$ cat src/rtl/wb_arb_pkg.sv
// rtl/wb_arb_pkg.sv - shared types for the register-file write-port arbiter
package wb_arb_pkg;

   localparam int DATA_WIDTH   = 64;
   localparam int REG_ID_WIDTH = 5;

   typedef struct packed {
      logic [REG_ID_WIDTH-1:0] dest;
      logic [DATA_WIDTH-1:0]   data;
   } wb_req_t;

   typedef enum logic [1:0] {
      GNT_NONE,
      GNT_PIPE,
      GNT_SEC
   } grant_e;

endpackage

$ cat src/rtl/wb_sec_fifo.sv
// rtl/wb_sec_fifo.sv - synchronous FIFO holding queued secondary writeback requests
module wb_sec_fifo
   import wb_arb_pkg::wb_req_t;
#(
   parameter int DEPTH = 4
) (
   input  logic                       clk,
   input  logic                       reset,
   input  logic                       push,
   input  wb_req_t                    push_data,
   input  logic                       pop,
   output wb_req_t                    pop_data,
   output logic                       full,
   output logic                       empty,
   output logic [$clog2(DEPTH+1)-1:0] count
);

   localparam int PTR_W = $clog2(DEPTH);
   localparam int CNT_W = $clog2(DEPTH+1);

   wb_req_t          mem_q [DEPTH];
   wb_req_t          mem_d [DEPTH];
   logic [PTR_W-1:0] wr_ptr_q, wr_ptr_d;
   logic [PTR_W-1:0] rd_ptr_q, rd_ptr_d;
   logic [CNT_W-1:0] count_q, count_d;
   logic             push_ok, pop_ok;

   assign full     = (count_q == CNT_W'(DEPTH));
   assign empty    = (count_q == '0);
   assign count    = count_q;
   assign pop_data = mem_q[rd_ptr_q];

   always_comb begin
      mem_d    = mem_q;
      wr_ptr_d = wr_ptr_q;
      rd_ptr_d = rd_ptr_q;
      count_d  = count_q;
      push_ok  = push && !full;
      pop_ok   = pop && !empty;
      if (push_ok) begin
         mem_d[wr_ptr_q] = push_data;
         wr_ptr_d        = wr_ptr_q + 1'b1;
      end
      if (pop_ok) begin
         rd_ptr_d = rd_ptr_q + 1'b1;
      end
      // Pointers wrap naturally because DEPTH is a power of two.
      case ({push_ok, pop_ok})
         2'b10:   count_d = count_q + 1'b1;
         2'b01:   count_d = count_q - 1'b1;
         default: count_d = count_q;
      endcase
   end

   always_ff @(posedge clk) begin
      mem_q <= mem_d;
      if (reset) begin
         wr_ptr_q <= '0;
         rd_ptr_q <= '0;
         count_q  <= '0;
      end else begin
         wr_ptr_q <= wr_ptr_d;
         rd_ptr_q <= rd_ptr_d;
         count_q  <= count_d;
      end
   end

endmodule

$ cat src/rtl/wb_port_arbiter.sv
// rtl/wb_port_arbiter.sv - shares the register-file write port between pipeline writeback and mul/div results
// Optional perf counters enabled by WB_PORT_ARB_PERF_EN.
module wb_port_arbiter
   import wb_arb_pkg::wb_req_t;
   import wb_arb_pkg::grant_e;
   import wb_arb_pkg::GNT_NONE;
   import wb_arb_pkg::GNT_PIPE;
   import wb_arb_pkg::GNT_SEC;
#(
   parameter int DATA_WIDTH   = 64,
   parameter int REG_ID_WIDTH = 5,
   parameter int FIFO_DEPTH   = 4,
   parameter int MAX_WAIT     = 4
) (
   input  logic                    clk,
   input  logic                    reset,
   input  logic                    wb_reg_write,
   input  logic [REG_ID_WIDTH-1:0] wb_dest,
   input  logic [DATA_WIDTH-1:0]   wb_data,
   input  logic                    sec_valid,
   output logic                    sec_ready,
   input  logic [REG_ID_WIDTH-1:0] sec_dest,
   input  logic [DATA_WIDTH-1:0]   sec_data,
   output logic                    rf_we,
   output logic [REG_ID_WIDTH-1:0] rf_waddr,
   output logic [DATA_WIDTH-1:0]   rf_wdata,
`ifdef WB_PORT_ARB_PERF_EN
   output logic [31:0]             perf_stall_cnt,
   output logic [31:0]             perf_conflict_cnt,
`endif
   output logic                    pipe_stall
);

   localparam int WAIT_W = $clog2(MAX_WAIT+1);
   localparam int CNT_W  = $clog2(FIFO_DEPTH+1);

   logic                    rf_we_q, rf_we_d;
   logic [REG_ID_WIDTH-1:0] rf_waddr_q, rf_waddr_d;
   logic [DATA_WIDTH-1:0]   rf_wdata_q, rf_wdata_d;
   logic                    pipe_stall_q, pipe_stall_d;
   logic [WAIT_W-1:0]       wait_q, wait_d;

   logic        pipe_req, push, pop, head_waiting, fifo_occupied;
   logic        fifo_full, fifo_empty;
   logic [CNT_W-1:0] fifo_count;
   grant_e      grant;
   wb_req_t     sec_req, head;

   assign sec_req.dest  = sec_dest;
   assign sec_req.data  = sec_data;
   assign fifo_occupied = (fifo_count != '0);

   wb_sec_fifo #(
      .DEPTH (FIFO_DEPTH)
   ) u_sec_fifo (
      .clk       (clk),
      .reset     (reset),
      .push      (push),
      .push_data (sec_req),
      .pop       (pop),
      .pop_data  (head),
      .full      (fifo_full),
      .empty     (fifo_empty),
      .count     (fifo_count)
   );

   always_comb begin
      // A stalled MEM/WB stage re-presents the same instruction; drop it here.
      pipe_req  = wb_reg_write && (wb_dest != '0) && !pipe_stall_q;
      sec_ready = !fifo_full && !reset;
      push      = sec_valid && sec_ready && (sec_dest != '0);

      grant = GNT_NONE;
      if (pipe_req) begin
         grant = GNT_PIPE;
      end else if (!fifo_empty) begin
         grant = GNT_SEC;
      end
      pop = (grant == GNT_SEC);

      rf_we_d    = (grant != GNT_NONE);
      rf_waddr_d = rf_waddr_q;
      rf_wdata_d = rf_wdata_q;
      if (grant == GNT_PIPE) begin
         rf_waddr_d = wb_dest;
         rf_wdata_d = wb_data;
      end else if (grant == GNT_SEC) begin
         rf_waddr_d = head.dest;
         rf_wdata_d = head.data;
      end

      head_waiting = fifo_occupied && (grant != GNT_SEC);
      wait_d       = head_waiting ? wait_q + 1'b1 : '0;
      pipe_stall_d = head_waiting && (wait_d == WAIT_W'(MAX_WAIT)) && !pipe_stall_q;
   end

   always_ff @(posedge clk) begin
      if (reset) begin
         rf_we_q      <= 1'b0;
         rf_waddr_q   <= '0;
         rf_wdata_q   <= '0;
         pipe_stall_q <= 1'b0;
         wait_q       <= '0;
      end else begin
         rf_we_q      <= rf_we_d;
         rf_waddr_q   <= rf_waddr_d;
         rf_wdata_q   <= rf_wdata_d;
         pipe_stall_q <= pipe_stall_d;
         wait_q       <= wait_d;
      end
   end

   assign rf_we      = rf_we_q;
   assign rf_waddr   = rf_waddr_q;
   assign rf_wdata   = rf_wdata_q;
   assign pipe_stall = pipe_stall_q;

`ifdef WB_PORT_ARB_PERF_EN
   logic [31:0] perf_stall_q, perf_stall_d;
   logic [31:0] perf_conflict_q, perf_conflict_d;

   always_comb begin
      perf_stall_d    = perf_stall_q;
      perf_conflict_d = perf_conflict_q;
      if (pipe_stall_q && !(&perf_stall_q)) begin
         perf_stall_d = perf_stall_q + 32'd1;
      end
      if (pipe_req && fifo_occupied && !(&perf_conflict_q)) begin
         perf_conflict_d = perf_conflict_q + 32'd1;
      end
   end

   always_ff @(posedge clk) begin
      if (reset) begin
         perf_stall_q    <= '0;
         perf_conflict_q <= '0;
      end else begin
         perf_stall_q    <= perf_stall_d;
         perf_conflict_q <= perf_conflict_d;
      end
   end

   assign perf_stall_cnt    = perf_stall_q;
   assign perf_conflict_cnt = perf_conflict_q;
`endif

endmodule
$ cat config.mk
export PLATFORM = sky130hd
export DESIGN_NAME = wb_port_arbiter
export DESIGN_NICKNAME = d
export VERILOG_FILES = /design/src/rtl/wb_arb_pkg.sv /design/src/rtl/wb_sec_fifo.sv /design/src/rtl/wb_port_arbiter.sv
export SDC_FILE = /design/constraint.sdc
export NUM_CORES = 1
export LEC_CHECK = 0
export CELL_PAD_IN_SITES_DETAIL_PLACEMENT = 1
export CELL_PAD_IN_SITES_GLOBAL_PLACEMENT = 2
export CORE_UTILIZATION = 30
export CTS_CLUSTER_DIAMETER = 120
export DETAILED_ROUTE_END_ITERATION = 16
export GPL_ROUTABILITY_DRIVEN = 1
export PLACE_DENSITY = 0.75
export SLEW_MARGIN = 5
export SYNTH_ARGS = -nofsm -noshare
export SYNTH_HDL_FRONTEND = slang
export SYNTH_SLANG_ARGS = --single-unit
export TNS_END_PERCENT = 30
$ cat constraint.sdc
create_clock -name clk -period 6.2 [get_ports clk]
set_input_delay 1.24 -clock clk [delete_from_list [all_inputs] [get_ports clk]]
set_output_delay 1.24 -clock clk [all_outputs]
set_load 0.02 [all_outputs]
Word-level counts from Yosys, hierarchy flattened
Cells that the tools add are included.
{ "op_classes": {"magnitude_cmp": 3, "muxes": 14, "bitwise_logic": 2, "n_addsub": 5, "n_eq_ne": 7, "n_reduce_logical": 22} }
{ "ops": {"columns": ["operator", "n"], "rows": [
  ["bitwise mux 276 bit", 1],
  ["two-way mux 69 bit", 3],
  ["binary-select mux 69 bit (select 2 bit)", 1],
  ["demux 69 bit (select 2 bit)", 1],
  ["two-way mux 64 bit", 2],
  ["logical AND 1 bit", 11],
  ["two-way mux 5 bit", 2],
  ["nonzero test 5 bit", 2],
  ["adder 3 x 1 -> 3 bit, second input constant", 2],
  ["== test 3 bit, second input constant", 2],
  [">= comparator 3 bit, second input constant", 2],
  ["inverter 2 -> 3 bit", 2],
  ["case mux 3 bit (2 select lines)", 1],
  ["nonzero test 2 bit", 3],
  ["adder 2 x 1 -> 2 bit, second input constant", 2],
  ["== test 2 x 1 -> 1 bit, second input constant", 2],
  ["== test 2 bit, second input constant", 2],
  ["logical NOT 1 bit", 4],
  ["two-way mux 2 bit", 2],
  ["logical NOT 3 bit", 1],
  ["< comparator 3 x 1 -> 1 bit, second input constant", 1],
  ["two-way mux 3 bit", 1],
  ["nonzero test 3 bit", 1],
  ["subtractor 3 x 1 -> 3 bit, second input constant", 1],
  ["inequality test 2 bit, second input constant", 1]
]} }
{ "word_totals": {"output_inout_bits": 72, "wordCells": 69, "input_bits": 142, "register_bits": 357} }

Longest topological paths before layout
{ "logic_depth": {"depth_word": 10, "depth_mapped": 10, "depth_no_buf": 8} }

Modules after synthesis
A second synthesis with hierarchy kept.
{ "hier_totals": {"cells_unflattened": 762, "area_unflattened_um2": 14475.1} }
{ "by_module_without_submodules": {"columns": ["module", "cells_each", "area_each_um2", "instances", "seq_area_each_um2"], "rows": [
  ["wb_sec_fifo", 411, 10647.7, 1, 8428.1],
  ["wb_port_arbiter", 351, 3827.4, 1, 1481.4]
]} }

Worst setup path after synthesis
No wires, ideal clock.
{ "synth_path": {"kind": "input-to-reg", "start": "input port reset", "end": "register u_sec_fifo.mem_q[0] (netlist bit) (enable)", "stages": 3, "arrival_time_ps": 3746, "n_path_buf": 1, "slack_ps": 2019, "cell_sequence": "clkbuf_1 -> a2111oi_2 -> and2_1"} }
{ "synth_between": {"elab_chain_len": 5} }
{ "synth_rtl": {"columns": ["item", "line", "source"], "rows": [
  ["from (decl)", "wb_port_arbiter.sv:16", "input logic reset,"],
  ["logical NOT 1 bit", "wb_port_arbiter.sv:70", "sec_ready = !fifo_full && !reset;"],
  ["logical AND 1 bit", "wb_port_arbiter.sv:70", null],
  ["logical AND 1 bit (2 in a row)", "wb_port_arbiter.sv:71", "push = sec_valid && sec_ready && (sec_dest != '0);"],
  ["logical AND 1 bit", "wb_sec_fifo.sv:38", "push_ok = push && !full;"],
  ["to (signal assigned)", "wb_sec_fifo.sv:56", "mem_q <= mem_d;"],
  ["to (decl)", "wb_sec_fifo.sv:21", "wb_req_t mem_q [DEPTH];"]
]} }
No other way between the ends.
A chain may end at the register's enable or synchronous reset.

Final worst setup path
{ "layout_path": {"start": "input port wb_reg_write", "end": "register u_sec_fifo.count_q[2] (netlist: u_sec_fifo.count[2])"} }
{ "layout_between": {"elab_chain_len": 7} }
{ "layout_rtl": {"columns": ["item", "line", "source"], "rows": [
  ["from (decl)", "wb_port_arbiter.sv:17", "input logic wb_reg_write,"],
  ["logical AND 1 bit * (2 in a row)", "wb_port_arbiter.sv:69", "pipe_req = wb_reg_write && (wb_dest != '0) && !pipe_stall_q;"],
  ["two-way mux 2 bit *", "wb_port_arbiter.sv:74", "if (pipe_req) begin"],
  ["== test 2 bit *", "wb_port_arbiter.sv:79", "pop = (grant == GNT_SEC);"],
  ["logical AND 1 bit *", "wb_sec_fifo.sv:39", "pop_ok = pop && !empty;"],
  ["named net u_sec_fifo.pop_ok", "wb_sec_fifo.sv:26", "logic push_ok, pop_ok;"],
  ["== test 2 x 1 -> 1 bit / == test 2 bit (equally long branches)", "wb_sec_fifo.sv:48", "case ({push_ok, pop_ok})"],
  ["case mux 3 bit (2 select lines) / nonzero test 2 bit (equally long branches)", null, null],
  ["to (signal assigned)", "wb_sec_fifo.sv:64", "count_q <= count_d;"],
  ["to (decl)", "wb_sec_fifo.sv:25", "logic [CNT_W-1:0] count_q, count_d;"]
]} }
Mark *: on every way through the listed nets, which the timed path passes. The rest lies on a longest branch.

==> metrics.md <==
| Metric | Value |
|---|---|
| Outcome | `finished clean` |
| CTS Buf Count | `40` |
| Worst slew margin | `27.7%` |
| Fmax | `260 MHz` |
| Die height | `214 um` |
| Tmin final | `3.85 ns` |
| Top-count cell post-synth | `edfxtp_1` |
| Min-Delay Path Class | `reg2reg` |
| Die area | `0.0458 mm2` |
| Crit end category | `flip-flop` |
| Seq/Total Area, Yosys | `73.5%` |
| Met2 Routed Length | `16700 um` |
| Gr ovfl total | `0` |
| Crit path from | `wb_reg_write` |
| Top_reg_cell synth | `edfxtp_1` |
| Syn Area/Cell | `16.6 um2` |
| Tightest hold margin | `0.462 ns` |
| Number of flops mapped to enable cells by yosys | `276` |
| Setup CP Type | `in2reg` |
| 1st-iter DRT viols | `393` |
| Worst hold start | `wait_q[0]` |
| Layout cells sized above 1 | `14.1%` |
| Worst-Skew Late Latency | `0.54 ns` |
| Hold path depth | `1` |
| Reg-to-reg startpoint | `pipe_stall` |
| Post-route clock skew | `0.0123 ns` |
| Vias/cell | `4.73` |
| Drt pass-1 iters | `5` |
| Vias in the first global route | `8727` |
| Startpoint Class | `primary input` |
| Critical path peak fanout | `71` |
| GR Util All Layers | `14.6%` |
| WL/cell | `20.0 um` |
| Final Setup Violations | `0` |
| Peak VDD IR | `0.333 mV` |
| Yosys warns | `0` |
| Rows | `77` |
| DRT antenna net count | `0` |
| Async S/R FF share, synth | `0%` |
| Commonest cells in the netlist | `edfxtp_1, dfxtp_1, nor2_1, a21oi_1, mux4_2` |
| DRC | `0` |
| Clk pin slew, worst setup/hold paths | `0.06 ns` |
| Depth of the CTS H-tree | `2` |
| Leakage | `5.63 nW` |
| CTS sink cnt | `357` |
| CTS tree | `done` |
| WL met3 | `1560 um` |
| Io pins | `214` |
| Syn-to-layout area delta | `30.0%` |
| GP Congestion | `0.710` |
| IO Port Bufs | `213` |
| Area leader, netlist | `edfxtp_1` |
| Post-CTS Hold Fix Bufs | `0` |
| RSZ-0062 raised after global routing | `false` |
| CP Data Arrival Time | `4.31 ns` |
| Synth cell types | `34` |
| Cell Area, Synth | `0.0135 mm2` |
| Post-DP HPWL | `19600 um` |
| M1 WL | `14000 um` |
| Setup TNS | `0 ns` |
| Top sig layer | `met5` |
| Root buffer cell | `clkbuf_16` |
| Core area | `0.0443 mm2` |
| Fillcell total | `4491` |
| Total number of vias | `7754` |
| Largest net degree at the start of global routing | `76` |
| Post CTS Setup Buffer Count | `0` |
| P per Cell Area | `392 mW/mm2` |
| Max-slew violations | `0` |
| Post-cts gate resize count | `0` |
| Yosys reg bits | `357` |
| CP required | `6.67 ns` |
| Fin crit share | `62.0%` |
| Final WL | `32800 um` |
| Synthesized instance count | `810` |
| Synth top area share | `61.5%` |
| Starting Density | `30.4%` |
| Longest Clk Path Bufs | `3` |
| Synth area leaders | `edfxtp_1, dfxtp_1, mux4_2, a211oi_1, a21oi_1` |
| Die X | `214 um` |
| Worst R2R Path Depth | `8` |
| Post-Syn Nets | `959` |
| Final nets | `1167` |
| Pin slew with the least headroom to its limit | `1.08 ns` |
| Max Cap Violations | `0` |
| Initial antenna violation count | `2` |
| Final Hold Viols | `0` |
| First-pass GRT wire length | `51300 um` |
-- per-layer routing --
layer	vias up	track usage, %
li1	3570	-
met1	3978	18.1
met2	161	25.3
met3	43	3.35
met4	2	4.46
met5	-	0
-- report_power, final --
part / internal, mW / switching (mW) / total [mW]
Combinational: 0.683 / 0.908 / 1.59
Clock: 1.45 / 0.910 / 2.36
Sequential: 2.78 / 0.151 / 2.93
Total: 4.90 / 1.97 / 6.87
-- state kept, by name, indices dropped and copies added, names as in the netlist --
name	count
u_sec_fifo.wr_ptr_q	2
rf_waddr	5
rf_wdata	64
pipe_stall	1
u_sec_fifo.count	3
u_sec_fifo.mem_q	276
wait_q	3
rf_we	1
u_sec_fifo.rd_ptr_q	2
-- layout by cell type, fill, tap and decap left out, drive strengths merged, types with 2 or more instances in the layout --
master / netlist / layout
clkbuf: 32 / 50
mux2: 2 / 2
dfxtp: 81 / 81
inv: 5 / 5
nand2: 68 / 68
or3: 2 / 2
a211oi: 67 / 67
bufinv: 0 / 5
clkinv: 0 / 16
a21oi: 71 / 71
nor2: 76 / 76
clkdlybuf4s50: 0 / 212
buf: 25 / 11
o31ai: 2 / 2
or4: 2 / 2
and2: 4 / 4
o21ai: 3 / 3
nor4: 2 / 2
nor3: 2 / 2
a22oi: 2 / 2
xnor2: 3 / 3
mux4: 69 / 69
ha: 6 / 6
edfxtp: 276 / 276
-- path summary, 6_finish.rpt --
kind / end / slack [ns]
max: u_sec_fifo.count[2] / 2.35
min reg2reg: wait_q[0] / 0.46
min: wait_q[0] / 0.46
max reg2reg: u_sec_fifo.count[2] / 3.16
-- through the flow --
step / instance area [um2] / total power [mW] / std cells / util [%] / worst slack, ns
2_1_floorplan: 13500 / 3.95 / 810 / - / 2.02
3_3_place_gp: 16200 / 4.59 / 1568 / 36.6 / 1.89
3_5_place_dp: 16200 / 4.62 / 1568 / 36.6 / 1.78
4_1_cts: 17500 / 7.00 / 1639 / 39.5 / 2.38
5_1_grt: 17500 / 7.22 / 1640 / 39.5 / 2.18
6_report: 17500 / 6.87 / 1640 / 39.5 / 2.35
-- area by class of cell --
type	instances	area [um2]	area share, %
Sequential cell	357	9920	56.6
Timing Repair Buffer	223	2200	12.6
Clock buffer	50	1090	6.22
Tap cell	592	741	4.23
Inverter	5	18.8	0.107
Clock inverter	21	221	1.26
Antenna cell	1	2.50	0.0143
Multi-Input combinational cell	391	3330	19.0
-- critical path, cell delays in order --
cell and delay, ns:
clkdlybuf4s50_1 0.44, nor2b_1 0.38, o21a_4 0.85, nor2_1 0.11
ha_1 0.28, fa_1 0.39, xnor2_1 0.14, or3_1 0.31
a21oi_1 0.13
-- kinds of logic after synthesis --
family          Yosys count  synth area share, %
compound gates          147                 6.87
xor+xnor                  4                0.260
fa+ha+maj                 7                0.705
buf+inv                  62                 2.08
flops                   357                 73.5
mux                      72                 11.8
simple gates            161                 4.82
Note: power is estimated with default switching activity, not from simulation.
